$ cat src/rtl/poly_arith_pkg.sv
// poly_arith_pkg: shared types and constants for the polynomial arithmetic
// datapath (ML-KEM, N=256).
//   pe_mode_e        : butterfly flavour for pe2 (CT forward / GS inverse)
//   ntt_seq_state_e  : ntt_seq_ctrl FSM states
//   N_COEFF          : coefficients per polynomial
//   NUM_LAYERS       : butterfly layers of the length-256 NTT
package poly_arith_pkg;

  localparam int N_COEFF    = 256;
  localparam int NUM_LAYERS = 7;

  typedef enum logic {
    PE_NTT  = 1'b0,
    PE_INTT = 1'b1
  } pe_mode_e;

  typedef enum logic [1:0] {
    IDLE  = 2'd0,
    ISSUE = 2'd1,
    DRAIN = 2'd2,
    DONE  = 2'd3
  } ntt_seq_state_e;

endpackage

$ cat src/rtl/delay_n.sv
// delay_n: N-stage register delay line with asynchronous active-high reset.
//   clk, rst : clock, async reset (clears every stage)
//   d_i      : W-bit input
//   q_o      : d_i delayed by N cycles (N=0 gives a plain wire)
module delay_n #(
  parameter int W = 1,
  parameter int N = 1
) (
  input  logic         clk,
  input  logic         rst,
  input  logic [W-1:0] d_i,
  output logic [W-1:0] q_o
);

  generate
    if (N == 0) begin : g_wire
      assign q_o = d_i;
    end else begin : g_pipe
      logic [W-1:0] pipe_q [N];

      always_ff @(posedge clk or posedge rst) begin
        if (rst) begin
          for (int i = 0; i < N; i++) pipe_q[i] <= '0;
        end else begin
          pipe_q[0] <= d_i;
          for (int i = 1; i < N; i++) pipe_q[i] <= pipe_q[i-1];
        end
      end

      assign q_o = pipe_q[N-1];
    end
  endgenerate

endmodule

$ cat src/rtl/ntt_addr_gen.sv
// ntt_addr_gen: combinational butterfly address / zeta index generator.
//   layer_i    : layer 0..6
//   b_i        : butterfly index 0..127 within the layer
//   inv_i      : 0 = forward NTT (len = 128>>l), 1 = inverse (len = 2<<l)
//   addr_a_o   : 2*len*group + offset
//   addr_b_o   : addr_a_o + len
//   zeta_idx_o : NTT (1<<l)+group, INTT (128>>l)-1-group
// len is always a power of two, so group/offset are a shift and a mask.
module ntt_addr_gen (
  input  logic [2:0] layer_i,
  input  logic [6:0] b_i,
  input  logic       inv_i,
  output logic [7:0] addr_a_o,
  output logic [7:0] addr_b_o,
  output logic [6:0] zeta_idx_o
);

  logic [2:0] sh;     // log2(len), 1..7
  logic [3:0] sh_p1;  // log2(2*len), 2..8
  logic [7:0] len;
  logic [6:0] off;
  logic [6:0] grp;

  always_comb begin
    sh       = inv_i ? (layer_i + 3'd1) : (3'd7 - layer_i);
    sh_p1    = {1'b0, sh} + 4'd1;
    len      = 8'd1 << sh;
    off      = b_i & 7'(len - 8'd1);
    grp      = b_i >> sh;
    // Bit sh of the group base is always zero, so OR-ing the offset is exact.
    addr_a_o = (8'(grp) << sh_p1) | {1'b0, off};
    addr_b_o = addr_a_o + len;
    // 127>>l == (128>>l)-1; grp never exceeds that, so no underflow.
    zeta_idx_o = inv_i ? ((7'd127 >> layer_i) - grp)
                       : ((7'd1 << layer_i) | grp);
  end

endmodule

$ cat src/rtl/ntt_seq_ctrl.sv
// ntt_seq_ctrl: sequencer for one pe2 butterfly over a dual-port 256-coeff RAM.
// Runs 7 layers of forward NTT (CT) or inverse NTT (GS); INTT scaling is
// done elsewhere.
//   clk, rst            : clock, async active-high reset
//   start_i, inv_i      : start pulse (accepted in IDLE only), mode latched there
//   busy_o, done_o      : busy from accepted start through the done_o cycle
//   rd_en_o, rd_addr_*  : butterfly read strobe and addresses (j, j+len)
//   zeta_idx_o          : zeta ROM index, aligned with rd_en_o
//   pe_valid_o, pe_mode_o : rd_en_o delayed RD_LAT, with the latched mode
//   wr_en_o, wr_addr_*  : read strobe/addresses delayed RD_LAT+PE_LAT
//   cycle_cnt_o         : only with NTT_SEQ_CTRL_PERF_EN defined; active cycles
//                         of the last transform (clears on start, holds after)
// Handshake: none; start_i is a single-cycle pulse, all strobes are one cycle
// per butterfly and there is no backpressure.
// Each layer is followed by RD_LAT+PE_LAT idle cycles so the next layer never
// reads a coefficient whose write-back is still in flight.
module ntt_seq_ctrl
  import poly_arith_pkg::*;
#(
  parameter int RD_LAT = 1,
  parameter int PE_LAT = 4
) (
  input  logic     clk,
  input  logic     rst,
  input  logic     start_i,
  input  logic     inv_i,
  output logic     busy_o,
  output logic     done_o,
  output logic     rd_en_o,
  output logic [7:0] rd_addr_a_o,
  output logic [7:0] rd_addr_b_o,
  output logic [6:0] zeta_idx_o,
  output pe_mode_e pe_mode_o,
  output logic     pe_valid_o,
  output logic     wr_en_o,
  output logic [7:0] wr_addr_a_o,
  output logic [7:0] wr_addr_b_o
`ifdef NTT_SEQ_CTRL_PERF_EN
  ,
  output logic [15:0] cycle_cnt_o
`endif
);

  localparam int DRAIN_CYC = RD_LAT + PE_LAT;

  ntt_seq_state_e state_q, state_d;
  logic [2:0] layer_q, layer_d;
  logic [6:0] b_q, b_d;
  logic [7:0] drain_q, drain_d;
  logic       inv_q, inv_d;

  logic [7:0] gen_a, gen_b;
  logic [6:0] gen_z;
  logic       pe_mode_bit;

  always_ff @(posedge clk or posedge rst) begin
    if (rst) begin
      state_q <= IDLE;
      layer_q <= '0;
      b_q     <= '0;
      drain_q <= '0;
      inv_q   <= 1'b0;
    end else begin
      state_q <= state_d;
      layer_q <= layer_d;
      b_q     <= b_d;
      drain_q <= drain_d;
      inv_q   <= inv_d;
    end
  end

  always_comb begin
    state_d = state_q;
    layer_d = layer_q;
    b_d     = b_q;
    drain_d = drain_q;
    inv_d   = inv_q;
    case (state_q)
      IDLE: begin
        if (start_i) begin
          state_d = ISSUE;
          inv_d   = inv_i;
          layer_d = '0;
          b_d     = '0;
        end
      end
      ISSUE: begin
        b_d = b_q + 7'd1;
        if (b_q == 7'd127) begin
          state_d = DRAIN;
          drain_d = '0;
        end
      end
      DRAIN: begin
        drain_d = drain_q + 8'd1;
        if (drain_q == 8'(DRAIN_CYC - 1)) begin
          if (layer_q < 3'(NUM_LAYERS - 1)) begin
            layer_d = layer_q + 3'd1;
            b_d     = '0;
            state_d = ISSUE;
          end else begin
            state_d = DONE;
          end
        end
      end
      DONE:    state_d = IDLE;
      default: state_d = IDLE;
    endcase
  end

  ntt_addr_gen u_addr_gen (
    .layer_i    (layer_q),
    .b_i        (b_q),
    .inv_i      (inv_q),
    .addr_a_o   (gen_a),
    .addr_b_o   (gen_b),
    .zeta_idx_o (gen_z)
  );

  assign busy_o  = (state_q != IDLE);
  assign done_o  = (state_q == DONE);
  assign rd_en_o = (state_q == ISSUE);

  // Addresses are forced to zero outside ISSUE so idle outputs stay quiet.
  assign rd_addr_a_o = rd_en_o ? gen_a : '0;
  assign rd_addr_b_o = rd_en_o ? gen_b : '0;
  assign zeta_idx_o  = rd_en_o ? gen_z : '0;

  delay_n #(.W(2), .N(RD_LAT)) u_pe_dly (
    .clk (clk),
    .rst (rst),
    .d_i ({rd_en_o, rd_en_o & inv_q}),
    .q_o ({pe_valid_o, pe_mode_bit})
  );
  assign pe_mode_o = pe_mode_e'(pe_mode_bit);

  delay_n #(.W(17), .N(RD_LAT + PE_LAT)) u_wr_dly (
    .clk (clk),
    .rst (rst),
    .d_i ({rd_en_o, rd_addr_a_o, rd_addr_b_o}),
    .q_o ({wr_en_o, wr_addr_a_o, wr_addr_b_o})
  );

`ifdef NTT_SEQ_CTRL_PERF_EN
  logic [15:0] cyc_q, cyc_d;

  // Counts ISSUE/DRAIN cycles, so it settles at 7*(128+D) and holds.
  always_comb begin
    cyc_d = cyc_q;
    if (state_q == IDLE && start_i) cyc_d = '0;
    else if (state_q == ISSUE || state_q == DRAIN) cyc_d = cyc_q + 16'd1;
  end

  always_ff @(posedge clk or posedge rst) begin
    if (rst) cyc_q <= '0;
    else     cyc_q <= cyc_d;
  end

  assign cycle_cnt_o = cyc_q;
`endif

endmodule

$ cat config.mk
export PLATFORM = sky130hd
export DESIGN_NAME = ntt_seq_ctrl
export DESIGN_NICKNAME = d
export VERILOG_FILES = /design/src/rtl/poly_arith_pkg.sv /design/src/rtl/delay_n.sv /design/src/rtl/ntt_addr_gen.sv /design/src/rtl/ntt_seq_ctrl.sv
export SDC_FILE = /design/constraint.sdc
export NUM_CORES = 1
export LEC_CHECK = 0
export BUFFER_PORTS_ARGS = -buffer_cell sky130_fd_sc_hd__clkbuf_2
export CAP_MARGIN = 20
export CORE_ASPECT_RATIO = 0.8
export CORE_UTILIZATION = 40
export CTS_BUF_LIST = sky130_fd_sc_hd__clkbuf_4
export DETAILED_ROUTE_END_ITERATION = 8
export GPL_TIMING_DRIVEN = 0
export PLACE_DENSITY = 0.58
export SYNTH_ARGS = -nofsm -noshare
export SYNTH_HDL_FRONTEND = slang
export SYNTH_SLANG_ARGS = --single-unit
$ cat constraint.sdc
create_clock -name clk -period 4.4 [get_ports clk]
set_input_delay 0.44 -clock clk [delete_from_list [all_inputs] [get_ports clk]]
set_output_delay 0.44 -clock clk [all_outputs]
set_load 0.03 [all_outputs]
# ---- Word level (Yosys, flattened, before mapping)
# Cells that the tools add are included.
dict set report totals {
  inputBits 4
  wordCells 68
  ff_bits 108
}
dict set report classes {
  add_sub_neg 8
  n_reduce_logical 10
  n_mux 20
  eq_ne 9
  order_cmp 1
  n_bitwise 4
  shifts 5
}
# op count
set op_table {}
lappend op_table {{$mux 7} 5}
lappend op_table {{$mux 8} 3}
lappend op_table {{$pmux 7 s3} 1}
lappend op_table {{$pmux 8 s2} 1}
lappend op_table {{$mux 3} 4}
lappend op_table {{$add 8x1->8 const B} 1}
lappend op_table {{$add 8x8->8} 1}
lappend op_table {{$eq 8x3->1 const B} 1}
lappend op_table {{$mux 2} 4}
lappend op_table {{$or 8x7->8} 1}
lappend op_table {{$pmux 2 s4} 1}
lappend op_table {{$reduce_and 4->1} 2}
lappend op_table {{$shl 1x3->8 const A} 1}
lappend op_table {{$shl 7x4->8} 1}
lappend op_table {{$add 7x1->7 const B} 1}
lappend op_table {{$and 7x7->7} 1}
lappend op_table {{$eq 7x7->1 const B} 1}
lappend op_table {{$or 7x7->7} 1}
lappend op_table {{$shl 1x3->7 const A} 1}
lappend op_table {{$shr 7x3->7} 1}
lappend op_table {{$shr 7x3->7 const A} 1}
lappend op_table {{$sub 7x1->7 const B} 1}
lappend op_table {{$sub 7x7->7} 1}
lappend op_table {{$ne 2x2->1 const B} 3}
lappend op_table {{other kinds (14)} 18}

# ---- Depth between registers and ports, before layout
# Gate-level depths: netlist of the first run.
dict set report logic_depth {
  ltp_word 8
  depth_mapped 20
  ltp_nobuf 19
}

# ---- Modules after synthesis
# Synthesis of the first run repeated with hierarchy kept, for this count alone.
dict set report hier_totals {
  hier_cells 478
  area_unflattened_um2 5232.5
}
# mod seq_area_each_um2 area_each_um2 instances cells_per_inst
set by_module_without_submodules {}
lappend by_module_without_submodules {{delay_n (u_wr_dly)} 2127.0 2258.4 1 103}
lappend by_module_without_submodules {ntt_addr_gen 0.0 1522.7 1 217}
lappend by_module_without_submodules {ntt_seq_ctrl 525.5 1397.6 1 155}
lappend by_module_without_submodules {{delay_n (u_pe_dly)} 50.0 53.8 1 3}

# ---- Worst setup path after synthesis of the first run
# Ideal clock, no wire load.
dict set report synth_path {
  path_type {reg-to-output}
  from {register layer_q[1]}
  to {output port rd_addr_b_o[7]}
  slack_ns -0.234
  path_stages_with_launch 19
  t_arrival_ns 4.194
  cell_sequence {dfrtp_1 ha_1 inv_1 ha_1 a21oi_4 clkbuf_1 ha_1 clkbuf_1 o21a_1 a221o_1 ha_1 a21oi_1 nor2b_1 o21ai_0 nand2b_1 nor3_1 a21oi_1 or2_1 mux2i_1}
}
dict set report synth_between {
  elab_chain_len 8
}
# item line_no
set synth_lines {}
lappend synth_lines {{from (decl)} ntt_seq_ctrl.sv:47} ;# logic [2:0] layer_q, layer_d;
lappend synth_lines {{from (signal assigned)} ntt_seq_ctrl.sv:65} ;# layer_q <= layer_d;
lappend synth_lines {{$sub 3x3->3 / $add 3x1->3 (equally long branches)} ntt_addr_gen.sv:25} ;# sh = inv_i ? (layer_i + 3'd1) : (3'd7 - layer_i);
lappend synth_lines {{$mux 3 (*)} ntt_addr_gen.sv:25}
lappend synth_lines {{$shl 1x3->8} ntt_addr_gen.sv:27} ;# len = 8'd1 << sh;
lappend synth_lines {{$sub 7x1->7} ntt_addr_gen.sv:28} ;# off = b_i & 7'(len - 8'd1);
lappend synth_lines {{$and 7x7->7} ntt_addr_gen.sv:28}
lappend synth_lines {{$or 8x7->8} ntt_addr_gen.sv:31} ;# addr_a_o = (8'(grp) << sh_p1) | {1'b0, off};
lappend synth_lines {{$add 8x8->8 (*)} ntt_addr_gen.sv:32} ;# addr_b_o = addr_a_o + len;
lappend synth_lines {{$mux 8 (*)} ntt_seq_ctrl.sv:126} ;# assign rd_addr_b_o = rd_en_o ? gen_b : '0;
lappend synth_lines {{to (decl)} ntt_seq_ctrl.sv:31} ;# output logic [7:0] rd_addr_b_o,
# Mark *: on every way between the ends. The rest lies on a longest branch, timed or not.

# ---- Final worst setup path of the first run
# Same ends and word-level chain as after synthesis.

==> implementation parameters, run 1 <==
Parameter                              Value

Timing
  Total setup violations reported at the end of the flow ... 6
  Final number of max-transition violations ... 0
  Max transition margin ... 47.8%
  Worst slew pin tran ... 0.783 ns
  Tmin final ... 4.73 ns
  Final setup margin ... -0.326 ns
  Count of endpoints failing hold in the final timing report ... 0
  Clock skew ... 0.0198 ns
  Worst hold-check slack ... 0.183 ns
  Final period util ... 107%
  Highest Clock Rate ... 212 MHz
  Setup repair after global routing missed its margin ... true

Yosys
  Number of different library cells in the post-synthesis netlist ... 67
  Synthesized net count ... 505
  Dominant cell type by area after synthesis ... dfrtp_1
  Count of state elements after synthesis ... 107
  Sequential element share of the synthesized area ... 52.7%
  Top-area cell type share of the netlist area ... 52.7%
  Post-Synthesis Cell Area ... 5080 um2
  Most instantiated library cell after synthesis ... dfrtp_1
  Proportion of register bits with asynchronous set or reset after synthesis ... 100%
  EDFF count, synth ... 0
  Average size of a mapped cell ... 10.7 um2
  Largest cells by area after synthesis ... dfrtp_1 (53%), ha_1 (6.4%), a21oi_1 (2.8%)
  Post-Synthesis Cells ... 474
  Most used standard cells in the synthesized netlist ... dfrtp_1 (107), nand2_1 (35), nor2_1 (30)
  Top flip-flop cell by instance count after synthesis ... dfrtp_1
  Syn. warnings ... 0

CTS
  Clk Latency, worst-skew pair ... 0.47 ns
  Cell at the root of the clock tree ... clkbuf_4
  Level count of the clock H-tree ... 3
  Clock tree from TritonCTS ... built
  CTS max path bufs ... 2
  Total clock buffers created by CTS ... 9
  CTS sink cnt ... 107
  Clk pin slew, worst setup/hold paths ... 0.18 ns

Routing
  Detailed-route vias per instance ... 5.21
  Detailed-routing iteration count for the pre-antenna-repair pass ... 5
  Wire length per cell ... 15.8 um
  Number of design rule violations left after detail routing ... 0
  Detailed-route via count ... 3947
  Routed wire length ... 12.0 mm
  Iteration-0 DRC Markers ... 272
  Antenna-violating nets left ... 0

Final layout
  Area delta synth->final ... 31.0%
  N_diodes ... 0
  Share of cells above drive strength 1 ... 37.1%
  Post-Layout Inst Area ... 6660 um2
  End-of-flow core utilization ... 54.2%
  Nets ... 613

Die
  Horizontal die dimension ... 128 um
  Initial standard-cell utilization of the core ... 41.3%
  Floorplan core area ... 12300 um2
  Boundary pin count ... 49
  Standard-cell rows ... 36
  Vert. Die Dim ... 103 um
  Die footprint ... 13200 um2

Power
  Cell area power density ... 234 nW/um2
  Cell internal pwr ... 1.18 mW
  Combinational group share of total power ... 1.5%
  Worst vdd ir ... 0.172 mV
  Total Power Consumption ... 1.56 mW
  Sequential fraction of design power ... 63.1%
  Proportion of power drawn by the clock network ... 35.4%
  Switch share ... 24.2%
  Static leakage ... 2.81 nW
  Total net switching power ... 0.378 mW

GRT
  Number of global-route vias before repair ... 3659
  Global routing usage summed across all routing layers ... 18.7%
  Largest net degree at the start of global routing ... 64
  Antenna violations before repair ... 0
  First-pass GRT wire length ... 18.9 mm
  Overflow after GRT ... 0

Hold path
  Hold path depth ... 2
  Hold Crit Endpoint ... inv_q
  Worst Hold Class ... input port to flip-flop
  Origin of the worst min-delay path ... inv_i

Critical path
  Worst endpoint required time ... 3.96 ns
  Slack of the worst reg-to-reg path ... 0.55 ns
  Worst path max stage delay ... 0.46 ns
  Crit path max-delay cell type ... dfrtp_2
  Worst Path Class, Setup ... flip-flop to primary output
  Worst r2r dst ... u_wr_dly.g_pipe.pipe_q[75]
  Reg-to-Reg Start ... layer_q[1]
  Worst endpoint data arrival time ... 4.29 ns
  CP Capture Type ... primary output
  Chain of cells forming the critical path ... buf_4, inv_2, ha_4, nor2b_4, nor2_4, buf_4, mux2i_1, or3_4, o211a_1, a21oi_1, a221o_1, ha_4, a21oi_2, nor2b_1, o21ai_1, nand2b_1, nor3_2, a21oi_2, or2_1, mux2i_4, buf_8
  Critical-path maximum fanout ... 6
  Kind of start point of the critical path ... flip-flop
  Depth of the worst register-to-register path ... 21

Run
  Max-cap check violation count ... 0

Place
  Half-perimeter wire length after detailed placement ... 7.72 mm
  Pre-CTS setup slack ... -0.908 ns
  Port buffer count ... 48
  Weighted congestion at the end of routability-driven global placement ... 0.880
  Placement-stage cell area ... 5580 um2

Run status
  Violated checks ... setup timing
  Status ... finished with violations
[sequential cells by signal, summed over array words and instances (netlist names)]
register and cells:
u_wr_dly.q_o 17, state_q 2, b_q 7, u_wr_dly.g_pipe.pipe_q 67
layer_q 3, u_pe_dly.q_o 2, drain_q 8, inv_q 1
[final cells by class]
class / instances / area [um2]
buffer: 37 / 260
fill: 1058 / 5640
clock inverter: 7 / 106
clock buffer: 9 / 67.6
sequential: 107 / 2680
multi-input combinational: 310 / 2520
timing repair buffer: 98 / 722
tap: 171 / 214
inverter: 19 / 85.1
[power groups by stage]
stage / Combinational (mW) / Clock [mW] / Sequential (mW)
CTS: 0.0255 / 0.571 / 0.984
detailed placement: 0.0249 / 0 / 1.00
floorplan: 0.0146 / 0 / 1.00
global placement: 0.0207 / 0 / 1.00
finish: 0.0237 / 0.552 / 0.984
global route: 0.0287 / 0.609 / 0.985
[kinds of logic (layout without fill, tap and decap cells)]
| logic type | Yosys count | count (layout) | share of synthesized area (%) |
|---|---|---|---|
| muxes | 13 | 13 | 2.68 |
| adders and majority gates | 27 | 27 | 6.79 |
| and+or+nand+nor | 147 | 147 | 15.0 |
| DFF | 107 | 107 | 52.7 |
| xor gates and xnor gates | 18 | 18 | 3.10 |
| buffers and inverters | 57 | 170 | 5.98 |
| AOI/OAI and AO/OA | 105 | 105 | 13.7 |
[worst max path at each step]
stage | start | endpoint | cells after the start
2_1_floorplan | layer_q[1] | rd_addr_b_o[7] | 18
3_3_place_gp | layer_q[1] | rd_addr_b_o[7] | 19
3_5_place_dp | layer_q[1] | rd_addr_b_o[7] | 19
4_1_cts | layer_q[1] | rd_addr_b_o[7] | 21
5_1_grt | layer_q[0] | rd_addr_b_o[7] | 21
6_report | layer_q[1] | rd_addr_b_o[7] | 21
[metrics by stage]
step,TNS [ns],instances
floorplan,0,474
global placement,-4.84,693
detailed placement,-5.32,694
CTS,-0.908,746
global route,-2.48,758
finish,-1.16,758
[worst max-delay path, delay by kind of cell (launching register included)]
kind / cells / cell delay (ns)
buf+inv: 4 / 0.52
flops: 1 / 0.46
simple gates: 7 / 1.18
fa+ha+maj: 2 / 0.44
mux: 2 / 0.31
compound gates: 6 / 0.88
[per-layer routing]
metal,routed length [um],track usage (%)
met1,5700,26.2
met2,5640,29.6
met3,480,2.91
met4,175,7.15
met5,0,0
[cell usage in the layout (no fill, tap or decap), types with 4 or more instances in the layout]
cell type	count
xor2_1	11
mux2i_1	6
a21o_1	5
nand2_1	29
buf_4	60
nand2b_1	5
and3_1	4
inv_1	12
buf_6	8
clkbuf_4	11
ha_1	15
nand2_2	6
nor2_2	4
clkbuf_2	41
ha_4	10
o31a_1	4
clkbuf_8	6
o21ai_1	6
nand4_1	8
nor2_1	26
a21oi_2	9
nand3_1	21
clkbuf_1	11
o21ai_0	20
and2_1	15
a21oi_1	20
xnor2_1	6
dfrtp_1	105
[repair_timing]
| item | CTS | global route |
|---|---|---|
| hold endpoints to repair | 6 | 0 |
| endpoints found under the setup margin | 25 | 9 |
| cloned | 1 | 0 |
| gates resized for setup | 83 | 36 |
| hold buffers | 1 | 0 |
| buffers inserted | 35 | 14 |
| pin swaps | 26 | 27 |
Power figures use the tool's default switching activity.
==> inputs of run 2 (changes only) <==
PLACE_DENSITY = unset   (was 0.58)
SETUP_SLACK_MARGIN = 0.4   (was unset)
==> run 2 against run 1 <==
The flow still finishes with violations (setup timing). Sequential share of layout area is 0.18 points higher. Sequential power hardly changed. Clock-buffer cell count stayed put. Non-clock buffer count is 3 lower. Critical path depth stayed put. Combinational power hardly changed. Worst setup slack better by 0.032 ns. Highest routed layer unchanged. Clock power is 12% lower. Worst hold slack better by 0.021 ns. First-iteration DRC count is 9.6% higher.
==> implementation parameters, run 2 (synthesized netlist as in run 1, its figures left out) <==
Parameter                              Value

CTS
  CTS max path bufs ... 2 (unchanged)
  CTS sink cnt ... 107 (unchanged)
  Cell at the root of the clock tree ... clkbuf_4
  Clk pin slew, worst setup/hold paths ... 0.17 ns (about the same)
  Total clock buffers created by CTS ... 9 (unchanged)
  Level count of the clock H-tree ... 3 (unchanged)
  Clock tree from TritonCTS ... built
  Clk Latency, worst-skew pair ... 0.46 ns (about the same)

Final layout
  Nets ... 610 (-0.49%)
  Most frequent cells in the layout ... dfrtp_1 (105), buf_4 (60), clkbuf_2 (37)
  Number of standard cells in the layout, taps in and fillers out ... 756 (-0.26%)
  Area delta synth->final ... 30.4%
  Leading cell type in the layout, fill and taps excluded ... dfrtp_1
  Number of flip-flops under the largest register name ... 67 (unchanged)
  Largest register by flop count ... u_wr_dly.g_pipe.pipe_q
  Share of cells above drive strength 1 ... 38.0% (+0.88 points)

Die
  Die footprint ... 13200 um2 (unchanged)
  Initial standard-cell utilization of the core ... 41.3% (unchanged)
  Vert. Die Dim ... 103 um (unchanged)
  Boundary pin count ... 49 (unchanged)
  Floorplan core area ... 12300 um2 (unchanged)
  Standard-cell rows ... 36 (unchanged)
  Horizontal die dimension ... 128 um (unchanged)

Critical path
  Worst endpoint data arrival time ... 4.25 ns (-0.04 ns)
  Kind of start point of the critical path ... flip-flop
  Critical-path maximum fanout ... 7 (+1)
  Depth of the worst register-to-register path ... 21 (unchanged)
  CP Capture Type ... primary output
  Slack of the worst reg-to-reg path ... 0.57 ns (+0.02 ns)
  Source of the critical timing path ... layer_q[0]
  Worst endpoint required time ... 3.96 ns (about the same)
  Critical path destination ... rd_addr_b_o[7]
  Worst r2r dst ... u_wr_dly.g_pipe.pipe_q[75]
  Reg-to-Reg Start ... layer_q[0]
  Worst Path Class, Setup ... flip-flop to primary output

Routing
  Antenna-violating nets left ... 0 (unchanged)
  Top sig layer ... met4
  Routed wire length ... 11.5 mm (-3.9%)
  Detailed-route vias per instance ... 5.06 (-2.7%)
  Total length of routed met3 wires ... 566 um (+18%)
  Detailed-routing wirelength on met1 ... 5.56 mm (-2.4%)
  Number of design rule violations left after detail routing ... 0 (unchanged)
  Detailed-routing iteration count for the pre-antenna-repair pass ... 5 (unchanged)
  Iteration-0 DRC Markers ... 298 (+9.6%)
  Met2 WL post-DR ... 5.22 mm (-7.6%)
  Detailed-route via count ... 3829 (-3.0%)
  Wire length per cell ... 15.3 um (-3.6%)

Run status
  Status ... finished with violations
  Violated checks ... setup timing

Timing
  Max transition margin ... 43.2% (-4.5 points)
  Final number of max-transition violations ... 0 (unchanged)
  Highest Clock Rate ... 213 MHz (+0.68%)
  Final period util ... 107% (-0.72 points)
  Total setup violations reported at the end of the flow ... 6 (unchanged)
  Clock skew ... 0.0229 ns (+0.00302 ns)
  Setup repair after global routing missed its margin ... true
  Worst slew pin tran ... 0.851 ns (+0.0681 ns)
  Count of endpoints failing hold in the final timing report ... 0 (unchanged)
  Final setup margin ... -0.294 ns (+0.0318 ns)
  Tmin final ... 4.69 ns (-0.0318 ns)
  Worst hold-check slack ... 0.204 ns (+0.0210 ns)
  Post-Route Setup TNS ... -0.921 ns (+0.237 ns)

Hold path
  Origin of the worst min-delay path ... inv_i
  Hold path depth ... 2 (unchanged)
  Worst Hold Class ... input port to flip-flop

Power
  Static leakage ... 2.78 nW (-0.77%)
  Cell area power density ... 225 nW/um2 (-3.9%)
  Worst vdd ir ... 0.147 mV (-15%)

Place
  Total instance count after detailed placement ... 694 (unchanged)
  Weighted congestion at the end of routability-driven global placement ... 0.915 (+3.9%)
  Pre-CTS setup slack ... -0.532 ns (+0.376 ns)
  Port buffer count ... 48 (unchanged)
  Half-perimeter wire length after detailed placement ... 7.74 mm (+0.22%)

GRT
  Largest net degree at the start of global routing ... 75 (+17%)
  Antenna violations before repair ... 1 (+1)
  First-pass GRT wire length ... 18.1 mm (-4.0%)
  Number of global-route vias before repair ... 3499 (-4.4%)
  Global routing usage summed across all routing layers ... 18.0% (-0.73 points)
  Overflow after GRT ... 0 (unchanged)

Run
  Max-cap check violation count ... 0 (unchanged)
## run 2: changes by cell type in the layout (fill, tap and decap cells not counted), moves of 3 or more
cell,before,now
buf_6,8,11
ha_2,1,4
clkbuf_2,41,37
a221oi_2,0,3
## run 2: report_power, final
| group | switching (mW) | leakage [nW] | total [mW] | internal [mW] |
|---|---|---|---|---|
| Combinational | 0.0196 | 1.51 | 0.0240 | 0.00440 |
| Clock | 0.349 | 0.0754 | 0.484 | 0.135 |
| Sequential | 0 | 1.20 | 0.984 | 0.984 |
## run 2: stage by stage
| stage | total power [mW] | util, % | area (um2) |
|---|---|---|---|
| 2_1_floorplan | 1.02 | - | 5130 |
| 3_3_place_gp | 1.02 | 45.5 | 5590 |
| 3_5_place_dp | 1.03 | 45.7 | 5620 |
| 4_1_cts | 1.52 | 50.6 | 6220 |
| 5_1_grt | 1.56 | 53.9 | 6630 |
| 6_report | 1.49 | 53.9 | 6630 |
## run 2: worst max-delay path: stages (launching register included)
cell and delay, ns:
dfrtp_2 0.47, ha_4 0.18, inv_2 0.06, ha_4 0.20
a21oi_4 0.18, inv_2 0.06, buf_6 0.14, mux2_4 0.30
a22oi_2 0.20, buf_4 0.17, a2111oi_4 0.03, a221o_1 0.35
ha_4 0.25, a21oi_2 0.11, nor2b_1 0.05, o21ai_1 0.12
nand2b_1 0.11, nor3_2 0.14, a21oi_2 0.08, or2_1 0.25
mux2i_4 0.18, buf_8 0.15
## run 2: routing by layer
layer / track usage (%) / up-vias
li1: - / 1846
met1: 25.3 / 1859
met2: 28.5 / 107
met3: 3.89 / 17
met4: 4.43 / 0
met5: 0 / -
## run 2: worst min path at each step
| stage | end | slack, ns |
|---|---|---|
| after detailed placement | u_wr_dly.g_pipe.pipe_q[22] | 0.33 |
| after global routing | inv_q | 0.17 |
| after floorplan | u_wr_dly.g_pipe.pipe_q[17] | 0.33 |
| after CTS | inv_q | 0.19 |
| after global placement | u_wr_dly.q_o[1] | 0.33 |
| final | inv_q | 0.20 |
## run 2: final cells by class
| class | instances | area (um2) |
|---|---|---|
| fillers | 1085 | 5670 |
| flip-flops and latches | 107 | 2680 |
| multi-input cells | 310 | 2520 |
| repair buffers | 94 | 699 |
| plain buffers | 38 | 272 |
| well taps | 171 | 214 |
| inverters | 19 | 93.8 |
| clock inverters | 7 | 82.6 |
| clock buffers | 9 | 67.6 |
| diodes | 1 | 2.50 |
## run 2: repair_timing
action	in CTS	in global routing
pin swaps	20	35
endpoints found under the hold margin	33	0
setup endpoints to repair	22	14
gates resized for setup	66	63
buffers inserted	22	22
hold buffers	1	0
==> inputs of run 3 (changes only) <==
PLACE_DENSITY_LB_ADDON = 0.15   (was unset)
==> run 3 against run 2 <==
The flow still finishes with violations (setup timing). Global-route usage up 0.58 points. Register-to-register slack worse by 0.02 ns. Cell count up 0.13%. Sequential power about the same. Worst hold slack worse by 0.0046 ns. Power up 1.2%. Sequential share of layout area down 0.36 points. Critical path depth unchanged. Combinational power about the same. Largest cell class unchanged. Largest power group unchanged.
==> implementation parameters, run 3 (synthesized netlist as in run 1, its figures left out) <==
Parameter                              Value

CTS
  CTS max path bufs ... 2 (unchanged)
  Clock tree from TritonCTS ... built
  Cell at the root of the clock tree ... clkbuf_4
  Total clock buffers created by CTS ... 9 (unchanged)
  Clk Latency, worst-skew pair ... 0.46 ns (about the same)
  CTS sink cnt ... 107 (unchanged)
  Level count of the clock H-tree ... 3 (unchanged)
  Clk pin slew, worst setup/hold paths ... 0.18 ns (about the same)

Final layout
  Number of flip-flops under the largest register name ... 67 (unchanged)
  Nets ... 611 (+0.16%)
  Leading cell type in the layout, fill and taps excluded ... dfrtp_1
  Share of cells above drive strength 1 ... 38.1% (+0.11 points)
  Post-Layout Inst Area ... 6690 um2 (+0.89%)
  Most frequent cells in the layout ... dfrtp_1 (105), buf_4 (55), clkbuf_2 (36)
  Area delta synth->final ... 31.6%
  Largest register by flop count ... u_wr_dly.g_pipe.pipe_q

Critical path
  Crit path max-delay cell type ... dfrtp_2
  Largest delay share family, worst path ... compound AO/OA/AOI/OAI gates
  CP Capture Type ... primary output
  Worst path most repeated cell ... ha_4
  Kind of start point of the critical path ... flip-flop
  Worst path max stage delay ... 0.49 ns (+0.02 ns)
  Critical-path maximum fanout ... 5 (-2)
  Chain of cells forming the critical path ... ha_4, inv_2, ha_4, a21oi_4, inv_2, buf_6, mux2_4, a22oi_2, buf_4, a2111oi_4, a221o_1, ha_4, a21oi_2, nor2b_1, o21ai_1, nand2b_1, nor3_2, a21oi_2, or2_1, mux2i_4, buf_8
  Worst Path Class, Setup ... flip-flop to primary output
  Worst endpoint required time ... 3.96 ns (about the same)
  CP Buf/Inv Count ... 5 (unchanged)
  Worst endpoint data arrival time ... 4.24 ns (about the same)

Timing
  Setup repair after global routing missed its margin ... true
  Final setup margin ... -0.279 ns (+0.0158 ns)
  Worst slew pin tran ... 0.908 ns (+0.0566 ns)
  Worst hold-check slack ... 0.199 ns (-0.00463 ns)
  Tmin final ... 4.68 ns (-0.0158 ns)
  Max transition margin ... 39.5% (-3.8 points)
  Final period util ... 106% (-0.36 points)
  Clock skew ... 0.0207 ns (-0.00220 ns)
  Highest Clock Rate ... 214 MHz (+0.34%)
  Total setup violations reported at the end of the flow ... 5 (-1)
  Final number of max-transition violations ... 0 (unchanged)
  Count of endpoints failing hold in the final timing report ... 0 (unchanged)

Die
  Boundary pin count ... 49 (unchanged)
  Floorplan core area ... 12300 um2 (unchanged)
  Horizontal die dimension ... 128 um (unchanged)
  Initial standard-cell utilization of the core ... 41.3% (unchanged)
  Standard-cell rows ... 36 (unchanged)
  Die footprint ... 13200 um2 (unchanged)
  Vert. Die Dim ... 103 um (unchanged)

Power
  Total Power Consumption ... 1.51 mW (+1.2%)
  Worst vdd ir ... 0.129 mV (-12%)
  Cell area power density ... 226 nW/um2 (+0.28%)
  Static leakage ... 2.81 nW (+0.91%)

Run status
  Status ... finished with violations
  Violated checks ... setup timing

Routing
  Routed wire length ... 11.8 mm (+2.8%)
  Detailed-routing iteration count for the pre-antenna-repair pass ... 4 (-1)
  Detailed-route vias per instance ... 5.04 (-0.45%)
  Detailed-route via count ... 3817 (-0.31%)
  Wire length per cell ... 15.7 um (+2.6%)
  Iteration-0 DRC Markers ... 267 (-10%)
  Number of design rule violations left after detail routing ... 0 (unchanged)
  Antenna-violating nets left ... 0 (unchanged)

GRT
  Largest net degree at the start of global routing ... 79 (+5.3%)
  Number of global-route vias before repair ... 3671 (+4.9%)
  Overflow after GRT ... 0 (unchanged)
  First-pass GRT wire length ... 18.7 mm (+3.1%)
  Antenna violations before repair ... 1 (unchanged)
  Global routing usage summed across all routing layers ... 18.6% (+0.58 points)

Place
  Half-perimeter wire length after detailed placement ... 7.90 mm (+2.0%)
  Weighted congestion at the end of routability-driven global placement ... 0.900 (-1.6%)
  Port buffer count ... 48 (unchanged)
  Placement-stage cell area ... 5620 um2 (unchanged)

Run
  Max-cap check violation count ... 0 (unchanged)

Hold path
  Worst Hold Class ... input port to flip-flop
run 3: final timing paths:
kind                                                   end                  startpoint  cells after the start  slack (ns)
worst max register to register  u_wr_dly.g_pipe.pipe_q[71]                  layer_q[0]                     21        0.55
min in group asynchronous                       drain_q[0]                         rst                      3        0.50
max in group asynchronous       u_wr_dly.g_pipe.pipe_q[72]                         rst                      4        3.19
worst max-delay path                        rd_addr_b_o[7]                  layer_q[0]                     21       -0.28
worst min register to register  u_wr_dly.g_pipe.pipe_q[33]  u_wr_dly.g_pipe.pipe_q[50]                      0        0.35
worst min-delay path                                 inv_q                       inv_i                      2        0.20
run 3: repair_timing:
item	in CTS	in global routing
resized for setup	88	44
cloned	1	0
endpoints found under the hold margin	29	0
buffers inserted	29	15
endpoints found under the setup margin	23	15
hold buffers	1	0
pin swaps	31	23
run 3: routing by layer:
metal | global-route usage (%) | vias to the layer above | wire length [um]
li1 | - | 1844 | -
met1 | 26.4 | 1872 | 5770
met2 | 28.9 | 93 | 5450
met3 | 3.27 | 8 | 544
met4 | 6.43 | 0 | 77
met5 | 0 | - | 0
run 3: layout make-up:
| cell class | count | area, um2 |
|---|---|---|
| fill | 1083 | 5610 |
| sequential | 107 | 2680 |
| multi-input combinational | 310 | 2540 |
| timing repair buffer | 95 | 723 |
| buffer | 38 | 289 |
| tap | 171 | 214 |
| clock inverter | 7 | 91.3 |
| inverter | 19 | 82.6 |
| clock buffer | 9 | 67.6 |
| antenna | 1 | 2.50 |
run 3: metrics by stage:
| stage | instances | setup TNS [ns] | utilization [%] | worst slack [ns] |
|---|---|---|---|---|
| 2_1_floorplan | 474 | 0 | - | 0.247 |
| 3_3_place_gp | 693 | -1.69 | 45.5 | -0.483 |
| 3_5_place_dp | 694 | -1.34 | 45.7 | -0.478 |
| 4_1_cts | 741 | -1.44 | 51.9 | -0.447 |
| 5_1_grt | 757 | -1.87 | 54.4 | -0.538 |
| 6_report | 757 | -0.723 | 54.4 | -0.279 |
run 3: power breakdown:
| part | total (mW) | leakage [nW] | switching, mW | internal, mW |
|---|---|---|---|---|
| clock | 0.502 | 0.0822 | 0.359 | 0.142 |
| sequential | 0.984 | 1.20 | 0 | 0.984 |
| combinational | 0.0238 | 1.53 | 0.0194 | 0.00439 |
| total | 1.51 | 2.81 | 0.379 | 1.13 |
